File: config.mk
export PLATFORM = sky130hd
export DESIGN_NAME = softmax_seq_ctrl
export DESIGN_NICKNAME = d
export VERILOG_FILES = /design/src/rtl/softmax_pkg.sv /design/src/rtl/sm_delay_line.sv /design/src/rtl/softmax_seq_ctrl.sv
export SDC_FILE = /design/constraint.sdc
export NUM_CORES = 1
export LEC_CHECK = 0
export ABC_AREA = 1
export ABC_CLOCK_PERIOD_IN_PS = 3800
export BUFFER_PORTS_ARGS = -buffer_cell sky130_fd_sc_hd__clkbuf_2
export CAP_MARGIN = 10
export CORE_ASPECT_RATIO = 0.75
export CORE_MARGIN = 4
export CORE_UTILIZATION = 64
export CTS_CLUSTER_SIZE = 24
export DETAILED_ROUTE_END_ITERATION = 8
export MAX_ROUTING_LAYER = met4
export PLACE_DENSITY = 0.83
export SLEW_MARGIN = 20
export SYNTH_ARGS = -nofsm -noshare
export SYNTH_HDL_FRONTEND = slang
export SYNTH_SLANG_ARGS = --single-unit
File: constraint.sdc
create_clock -name i_clk -period 3.8 [get_ports i_clk]
set_input_delay 1.14 -clock i_clk [delete_from_list [all_inputs] [get_ports i_clk]]
set_output_delay 1.14 -clock i_clk [all_outputs]
set_load 0.01 [all_outputs]
File: src/rtl/softmax_pkg.sv
// softmax_pkg: shared defaults and state type for the softmax sequencer.
// Optional feature macro used by the sequencer: SOFTMAX_ABORT_EN.
package softmax_pkg;

  localparam int SM_TOTAL_WORDS         = 1024;
  localparam int SM_ADDR_WIDTH          = 10;
  localparam int SM_RD_LATENCY          = 1;
  localparam int SM_EXPONENT_LATENCY    = 23;
  localparam int SM_ACC_LATENCY         = 11;
  localparam int SM_RECIPROCAL_LATENCY  = 15;
  localparam int SM_MULTIPLIER_LATENCY  = 7;

  // Width of the shared wait counter used between passes; comfortably
  // larger than any sum of stage latencies we expect to configure.
  localparam int SM_CNT_WIDTH           = 16;

  typedef enum logic [2:0] {
    SM_IDLE   = 3'd0,
    SM_PASS1  = 3'd1,
    SM_DRAIN1 = 3'd2,
    SM_RECIP  = 3'd3,
    SM_PASS2  = 3'd4,
    SM_DRAIN2 = 3'd5,
    SM_DONE   = 3'd6
  } sm_state_t;

endpackage

File: src/rtl/sm_delay_line.sv
// sm_delay_line: fixed-latency shift register used to align strobe groups
// with the FP stage latencies. Synchronous reset and a synchronous flush
// both clear every stage. DEPTH=0 collapses to a plain wire.
module sm_delay_line #(
  parameter int DEPTH = 1,
  parameter int WIDTH = 1
)(
  input  logic             i_clk,
  input  logic             i_rst,
  input  logic             i_flush,
  input  logic [WIDTH-1:0] i_data,
  output logic [WIDTH-1:0] o_data
);

  generate
    if (DEPTH == 0) begin : g_wire
      logic w_unused;
      assign w_unused = i_clk ^ i_rst ^ i_flush;
      assign o_data   = i_data;
    end else begin : g_pipe
      logic [WIDTH-1:0] r_pipe [DEPTH];

      // Shift the token one stage per cycle; reset or flush empties the line.
      always_ff @(posedge i_clk) begin
        if (i_rst || i_flush) begin
          for (int i = 0; i < DEPTH; i++) r_pipe[i] <= '0;
        end else begin
          r_pipe[0] <= i_data;
          for (int i = 1; i < DEPTH; i++) r_pipe[i] <= r_pipe[i-1];
        end
      end

      assign o_data = r_pipe[DEPTH-1];
    end
  endgenerate

endmodule

File: src/rtl/softmax_seq_ctrl.sv
// softmax_seq_ctrl: two-pass sequencer for the exp -> acc -> reciprocal -> mul
// softmax datapath. Pass 1 streams the vector through exp into the
// accumulator, pass 2 re-reads it into the multiplier and writes results.
// Optional feature macro: SOFTMAX_ABORT_EN adds i_abort / o_aborted.
module softmax_seq_ctrl
  import softmax_pkg::*;
#(
  parameter int TOTAL_WORDS        = SM_TOTAL_WORDS,
  parameter int ADDR_WIDTH         = SM_ADDR_WIDTH,
  parameter int RD_LATENCY         = SM_RD_LATENCY,
  parameter int EXPONENT_LATENCY   = SM_EXPONENT_LATENCY,
  parameter int ACC_LATENCY        = SM_ACC_LATENCY,
  parameter int RECIPROCAL_LATENCY = SM_RECIPROCAL_LATENCY,
  parameter int MULTIPLIER_LATENCY = SM_MULTIPLIER_LATENCY
)(
  input  logic                  i_clk,
  input  logic                  i_rst,
  input  logic                  i_start,
  input  logic [ADDR_WIDTH:0]   i_vec_len,
`ifdef SOFTMAX_ABORT_EN
  input  logic                  i_abort,
  output logic                  o_aborted,
`endif
  output logic                  o_busy,
  output logic                  o_done,
  output logic                  o_len_err,
  output logic                  o_buf_rd_en,
  output logic [ADDR_WIDTH-1:0] o_buf_rd_addr,
  output logic                  o_exp_in_valid,
  output logic                  o_acc_clear,
  output logic                  o_acc_in_valid,
  output logic                  o_acc_last,
  output logic                  o_recip_start,
  output logic                  o_mul_in_valid,
  output logic                  o_out_wr_en,
  output logic [ADDR_WIDTH-1:0] o_out_wr_addr
);

  localparam int LEN_W = ADDR_WIDTH + 1;
  localparam int CNT_W = SM_CNT_WIDTH;

  // Wait-counter load values. A value N loaded at the end of cycle c makes
  // the counter reach 1 in cycle c+N, and the registered event then appears
  // in cycle c+N+1.
  localparam logic [CNT_W-1:0] DRAIN1_LOAD =
    CNT_W'(RD_LATENCY + EXPONENT_LATENCY + ACC_LATENCY - 1);
  localparam logic [CNT_W-1:0] RECIP_LOAD  = CNT_W'(RECIPROCAL_LATENCY);
  localparam logic [CNT_W-1:0] DRAIN2_LOAD =
    CNT_W'(RD_LATENCY + MULTIPLIER_LATENCY);

  sm_state_t             r_state, w_state_nxt;
  logic [ADDR_WIDTH-1:0] r_addr, w_addr_nxt;
  logic [ADDR_WIDTH-1:0] r_last_addr, w_last_addr_nxt;
  logic [CNT_W-1:0]      r_cnt, w_cnt_nxt;
  logic                  r_rd_en, w_rd_en_nxt;
  logic                  r_rd_last, w_rd_last_nxt;
  logic                  r_acc_clear, w_acc_clear_nxt;
  logic                  r_recip_start, w_recip_start_nxt;
  logic                  r_done, w_done_nxt;
  logic                  r_len_err, w_len_err_nxt;
  logic                  r_busy, w_busy_nxt;
  logic                  w_flush;
`ifdef SOFTMAX_ABORT_EN
  logic                  r_aborted, w_aborted_nxt;
`endif

  logic                  w_len_ok;
  logic [ADDR_WIDTH-1:0] w_len_m1;
  logic [ADDR_WIDTH-1:0] w_addr_inc;
  logic                  w_at_last;
  logic                  w_rd_pass1;
  logic                  w_rd_pass2;

  logic [1:0]            w_exp_in, w_exp_out;
  logic [1:0]            w_acc_out;
  logic [ADDR_WIDTH:0]   w_mul_in, w_mul_out;
  logic [ADDR_WIDTH:0]   w_wr_out;

  assign w_len_ok   = (i_vec_len != '0) && (i_vec_len <= LEN_W'(TOTAL_WORDS));
  assign w_len_m1   = ADDR_WIDTH'(i_vec_len - LEN_W'(1));
  assign w_addr_inc = r_addr + ADDR_WIDTH'(1);
  assign w_at_last  = (r_addr == r_last_addr);
  assign w_rd_pass1 = r_rd_en && (r_state == SM_PASS1);
  assign w_rd_pass2 = r_rd_en && (r_state == SM_PASS2);

  // State register.
  always_ff @(posedge i_clk) begin
    if (i_rst) r_state <= SM_IDLE;
    else       r_state <= w_state_nxt;
  end

  // Next-state and next-output decode; the read address only ever counts up
  // to the stored last address, so it cannot wrap even at full depth.
  always_comb begin
    w_state_nxt       = r_state;
    w_addr_nxt        = r_addr;
    w_last_addr_nxt   = r_last_addr;
    w_cnt_nxt         = r_cnt;
    w_rd_en_nxt       = 1'b0;
    w_rd_last_nxt     = 1'b0;
    w_acc_clear_nxt   = 1'b0;
    w_recip_start_nxt = 1'b0;
    w_done_nxt        = 1'b0;
    w_len_err_nxt     = 1'b0;
    w_busy_nxt        = r_busy;
    w_flush           = 1'b0;
`ifdef SOFTMAX_ABORT_EN
    w_aborted_nxt     = 1'b0;
`endif

    case (r_state)
      SM_IDLE: begin
        w_busy_nxt = 1'b0;
        if (i_start) begin
          if (w_len_ok) begin
            w_state_nxt     = SM_PASS1;
            w_last_addr_nxt = w_len_m1;
            w_addr_nxt      = '0;
            w_rd_en_nxt     = 1'b1;
            w_rd_last_nxt   = (w_len_m1 == '0);
            w_acc_clear_nxt = 1'b1;
            w_busy_nxt      = 1'b1;
          end else begin
            w_len_err_nxt   = 1'b1;
          end
        end
      end

      SM_PASS1, SM_PASS2: begin
        if (w_at_last) begin
          w_addr_nxt = '0;
          if (r_state == SM_PASS1) begin
            w_state_nxt = SM_DRAIN1;
            w_cnt_nxt   = DRAIN1_LOAD;
          end else begin
            w_state_nxt = SM_DRAIN2;
            w_cnt_nxt   = DRAIN2_LOAD;
          end
        end else begin
          w_rd_en_nxt   = 1'b1;
          w_addr_nxt    = w_addr_inc;
          w_rd_last_nxt = (w_addr_inc == r_last_addr);
        end
      end

      SM_DRAIN1: begin
        if (r_cnt == CNT_W'(1)) begin
          w_state_nxt       = SM_RECIP;
          w_recip_start_nxt = 1'b1;
          w_cnt_nxt         = RECIP_LOAD;
        end else begin
          w_cnt_nxt = r_cnt - CNT_W'(1);
        end
      end

      SM_RECIP: begin
        if (r_cnt == CNT_W'(1)) begin
          w_state_nxt   = SM_PASS2;
          w_addr_nxt    = '0;
          w_rd_en_nxt   = 1'b1;
          w_rd_last_nxt = (r_last_addr == '0);
        end else begin
          w_cnt_nxt = r_cnt - CNT_W'(1);
        end
      end

      SM_DRAIN2: begin
        if (r_cnt == CNT_W'(1)) begin
          w_state_nxt = SM_DONE;
          w_done_nxt  = 1'b1;
        end else begin
          w_cnt_nxt = r_cnt - CNT_W'(1);
        end
      end

      SM_DONE: begin
        w_state_nxt = SM_IDLE;
        w_busy_nxt  = 1'b0;
      end

      default: begin
        w_state_nxt = SM_IDLE;
        w_busy_nxt  = 1'b0;
      end
    endcase

`ifdef SOFTMAX_ABORT_EN
    if (i_abort && (r_state != SM_IDLE)) begin
      w_state_nxt       = SM_IDLE;
      w_addr_nxt        = '0;
      w_cnt_nxt         = '0;
      w_rd_en_nxt       = 1'b0;
      w_rd_last_nxt     = 1'b0;
      w_acc_clear_nxt   = 1'b0;
      w_recip_start_nxt = 1'b0;
      w_done_nxt        = 1'b0;
      w_busy_nxt        = 1'b0;
      w_flush           = 1'b1;
      w_aborted_nxt     = 1'b1;
    end
`endif
  end

  // Registered control outputs and sequencing counters.
  always_ff @(posedge i_clk) begin
    if (i_rst) begin
      r_addr        <= '0;
      r_last_addr   <= '0;
      r_cnt         <= '0;
      r_rd_en       <= 1'b0;
      r_rd_last     <= 1'b0;
      r_acc_clear   <= 1'b0;
      r_recip_start <= 1'b0;
      r_done        <= 1'b0;
      r_len_err     <= 1'b0;
      r_busy        <= 1'b0;
    end else begin
      r_addr        <= w_addr_nxt;
      r_last_addr   <= w_last_addr_nxt;
      r_cnt         <= w_cnt_nxt;
      r_rd_en       <= w_rd_en_nxt;
      r_rd_last     <= w_rd_last_nxt;
      r_acc_clear   <= w_acc_clear_nxt;
      r_recip_start <= w_recip_start_nxt;
      r_done        <= w_done_nxt;
      r_len_err     <= w_len_err_nxt;
      r_busy        <= w_busy_nxt;
    end
  end

`ifdef SOFTMAX_ABORT_EN
  // One-cycle pulse acknowledging an abort.
  always_ff @(posedge i_clk) begin
    if (i_rst) r_aborted <= 1'b0;
    else       r_aborted <= w_aborted_nxt;
  end
  assign o_aborted = r_aborted;
`endif

  // Only pass-1 reads feed the exp unit; the last-token flag rides along so
  // the accumulator sees it on the final operand.
  assign w_exp_in = {r_rd_last & w_rd_pass1, w_rd_pass1};

  sm_delay_line #(.DEPTH(RD_LATENCY), .WIDTH(2)) u_exp_line (
    .i_clk  (i_clk),
    .i_rst  (i_rst),
    .i_flush(w_flush),
    .i_data (w_exp_in),
    .o_data (w_exp_out)
  );

  sm_delay_line #(.DEPTH(EXPONENT_LATENCY), .WIDTH(2)) u_acc_line (
    .i_clk  (i_clk),
    .i_rst  (i_rst),
    .i_flush(w_flush),
    .i_data (w_exp_out),
    .o_data (w_acc_out)
  );

  // Pass-2 reads carry their address so the write lands at the same index;
  // the address is zeroed when idle so quiet cycles show no stale value.
  assign w_mul_in = {w_rd_pass2, r_addr & {ADDR_WIDTH{w_rd_pass2}}};

  sm_delay_line #(.DEPTH(RD_LATENCY), .WIDTH(ADDR_WIDTH + 1)) u_mul_line (
    .i_clk  (i_clk),
    .i_rst  (i_rst),
    .i_flush(w_flush),
    .i_data (w_mul_in),
    .o_data (w_mul_out)
  );

  sm_delay_line #(.DEPTH(MULTIPLIER_LATENCY), .WIDTH(ADDR_WIDTH + 1)) u_wr_line (
    .i_clk  (i_clk),
    .i_rst  (i_rst),
    .i_flush(w_flush),
    .i_data (w_mul_out),
    .o_data (w_wr_out)
  );

  assign o_busy         = r_busy;
  assign o_done         = r_done;
  assign o_len_err      = r_len_err;
  assign o_buf_rd_en    = r_rd_en;
  assign o_buf_rd_addr  = r_addr;
  assign o_exp_in_valid = w_exp_out[0];
  assign o_acc_clear    = r_acc_clear;
  assign o_acc_in_valid = w_acc_out[0];
  assign o_acc_last     = w_acc_out[1];
  assign o_recip_start  = r_recip_start;
  assign o_mul_in_valid = w_mul_out[ADDR_WIDTH];
  assign o_out_wr_en    = w_wr_out[ADDR_WIDTH];
  assign o_out_wr_addr  = w_wr_out[ADDR_WIDTH-1:0];

endmodule

==> flow_metrics.env <==
export IMPL_status="finished clean"
export IMPL_grt_pass1_vias=5002
export IMPL_hold_class="flip-flop to flip-flop"
export IMPL_reg2reg_depth=10
export IMPL_port_buffers=44
export IMPL_muxShareOfSynthArea_pct=0
export IMPL_internal_power_mw=3.457
export IMPL_overflow=0
export IMPL_n_antenna_cell=0
export IMPL_synthCells=931
export IMPL_ys_ff_latch=182
export IMPL_leakagePower_nw=3.338
export IMPL_timing_critical_path_from_type="primary input"
export IMPL_synthTopCellsByArea="dfxtp_1 (52%), nor2_1 (11%), inv_1 (9.7%)"
export IMPL_worst_pin_slew_ps=782.7
export IMPL_hpwlAfterDp_um=8538
export IMPL_synth_top_area_share_pct=51.84
export IMPL_clock_root_buffer="clkbuf_16"
export IMPL_seqPwrFrac_pct=40.8
export IMPL_setup_tns_final_ps=0
export IMPL_cts_sinks=182
export IMPL_layout_commonest_cell="nor2_1"
export IMPL_cp_max_fo=11
export IMPL_wl_per_cell_um=11.87
export IMPL_dieArea_mm2=0.01274
export IMPL_final_cell_mix="nor2_1 (211), inv_1 (182), dfxtp_1 (182)"
export IMPL_dr_pass1_iters=7
export IMPL_synth_adder_area_share_pct=0.8902
export IMPL_num_rows=32
export IMPL_finalWorstSetupSlack_ps=1246
export IMPL_switching_share_pct=33.06
export IMPL_syn_to_final_growth_pct=12.09
export IMPL_grt_pass1_wl_um=22760
export IMPL_cts_repair_resized=0
export IMPL_period_minus_slack_ps=2554
export IMPL_critPathCaptureType="flip-flop"
export IMPL_vias=5417
export IMPL_worstPathArrival_ps=2910
export IMPL_clkPwrFrac_pct=34.2
export IMPL_setup_viol=0
export IMPL_htreeDepth=4
export IMPL_slew_headroom_pct=47.82
export IMPL_syn_area_per_cell_um2=7.549
export IMPL_tritoncts_num_buffers=17
export IMPL_cts_tree="done"
export IMPL_drcViolationCount=0
export IMPL_drtIter0Drc=370
export IMPL_grt_setup_unrepaired="no"
export IMPL_cpPeakStageDelay_ps=480
export IMPL_drive_above_1_share_pct=12.59
export IMPL_hold_violations=0
export IMPL_via_per_inst=4.867
export IMPL_grt_total_usage_pct=22.81
export IMPL_slew_violations=0
export IMPL_cp_required_ps=4150
export IMPL_postRouteAntennaNets=0
export IMPL_ir_drop_mv=0.4248
export IMPL_synth_top_family_by_area="simple AND/OR/NAND/NOR gates"
export IMPL_yosysTopAreaCell="dfxtp_1"
export IMPL_dieHeight_um=98.75
export IMPL_yosysWarnings=0
export IMPL_synthSimpleGateAreaFrac_pct=26.92
export IMPL_antenna_found_initial=0
export IMPL_synth_nets=950
export IMPL_synth_compound_area_share_pct=5.572
export IMPL_cp_common_cell="nand2_1"
export IMPL_crit_chain="clkbuf_2, inv_1, ha_1, nand2_1, nor2_1, nand2_1, nand2_1, nand3_1, nor2_1, o21ai_0, a21oi_1"
export IMPL_pre_cts_slack_ps=831.5
export IMPL_ios=45
export IMPL_cpMaxStageDelayCell="nor2_1"
export IMPL_powerDensity_mw_per_mm2=655.6
export IMPL_clk_pin_slew_worst_paths_ps=70
export IMPL_syn_area_mm2=0.007028
export IMPL_clk_latency_ps=420
export IMPL_wirelength_um=13210
export IMPL_ys_seq_area_share_pct=51.84
export IMPL_pwr_share_comb_pct=25.0
export IMPL_core_area_mm2=0.01049
export IMPL_p_sw_mw=1.708
export IMPL_cts_buffer_depth=2
export IMPL_synth_cell_types=37
export IMPL_finClkSkew_ps=8.827
export IMPL_fmax_mhz=391.6
export IMPL_cts_setup_buffers=0
export IMPL_cts_hold_buf=0
export IMPL_start_util_pct=67.00
export IMPL_gp_congestion=0.9302
export IMPL_layout_nets=985
export IMPL_finalCritPeriodShare_pct=67.21
export IMPL_critPathKind="primary input to flip-flop"
export IMPL_die_w_um=129
export IMPL_synth_xor_area_share_pct=2.119
export IMPL_maxCapViolCount=0
export IMPL_grt_max_degree=84
export IMPL_min_path_cells=2
==> synth_stat cells (all sizes together) <==
library cell,number
a211oi,1
clkbuf,18
inv,193
ha,5
nor4,4
o211ai,2
o21bai,1
o21a,1
nor2,221
dfxtp,182
nand4,13
nand3,53
and2,1
nand2,126
nor3,11
nand3b,5
buf,13
xor2,10
xnor2,7
o21ai,24
a21oi,40
==> layout make-up <==
class | count | area, um2
Multi-Input combinational cell | 525 | 2495
Clock inverter | 13 | 171.4
Fill cell | 773 | 2613
Clock buffer | 17 | 425.4
Timing Repair Buffer | 47 | 245.2
Sequential cell | 182 | 3643
Inverter | 193 | 726.9
Tap cell | 136 | 170.2
==> through the flow <==
stage,utilization (%),power (mW),cells,cell area [um2],hold slack (ps)
floorplan,-,3.194,931,7028,388.3
global placement,69.41,3.389,1083,7281,388.4
detailed placement,69.41,3.407,1083,7281,391.6
CTS,75.10,5.170,1113,7878,398.0
finish,75.10,5.165,1113,7878,395.9
global route,75.10,5.461,1113,7878,407.9
==> per-layer routing <==
layer | track usage, % | part of all wire, %
met4 | 6.780 | 1.3
met3 | 5.850 | 5.5
met5 | - | 0
met1 | 29.94 | 47
met2 | 34.95 | 46
==> cells by family (layout without fill, tap and decap cells) <==
family | after synthesis | count (layout)
fa+ha+maj | 5 | 5
flops | 182 | 182
compound gates | 69 | 69
buf+inv | 224 | 270
simple gates | 434 | 434
xor+xnor | 17 | 17
==> state kept, by name, indices dropped and copies added (netlist names) <==
| name | cells |
|---|---|
| o_done | 1 |
| u_mul_line.g_pipe.r_pipe | 11 |
| r_rd_last | 1 |
| o_buf_rd_en | 1 |
| r_state | 3 |
| o_len_err | 1 |
| o_buf_rd_addr | 10 |
| o_acc_clear | 1 |
| u_acc_line.g_pipe.r_pipe | 46 |
| r_cnt | 16 |
| o_recip_start | 1 |
| u_wr_line.g_pipe.r_pipe | 77 |
| u_exp_line.g_pipe.r_pipe | 2 |
| r_last_addr | 10 |
| o_busy | 1 |
==> worst paths after layout <==
path / startpoint / end / slack (ps)
max reg2reg: o_buf_rd_addr[3] / r_state[1] / 1720
max: i_vec_len[0] / r_last_addr[0] / 1250
min reg2reg: u_wr_line.g_pipe.r_pipe[2][7] / u_wr_line.g_pipe.r_pipe[2][18] / 400
min: u_wr_line.g_pipe.r_pipe[2][7] / u_wr_line.g_pipe.r_pipe[2][18] / 400
==> power by group through the flow <==
| stage | clock (mW) | combinational, mW | sequential [mW] |
|---|---|---|---|
| 2_1_floorplan | 0 | 1.07 | 2.12 |
| 3_3_place_gp | 0 | 1.24 | 2.15 |
| 3_5_place_dp | 0 | 1.26 | 2.15 |
| 4_1_cts | 1.79 | 1.27 | 2.11 |
| 5_1_grt | 1.89 | 1.45 | 2.12 |
| 6_report | 1.77 | 1.29 | 2.11 |
==> worst max-delay path: cells and delay by family <==
family	cells	cell delay, ps
compound gates	2	290
fa+ha+maj	1	210
buf+inv	2	230
simple gates	6	1030
Power figures use the tool's default switching activity.
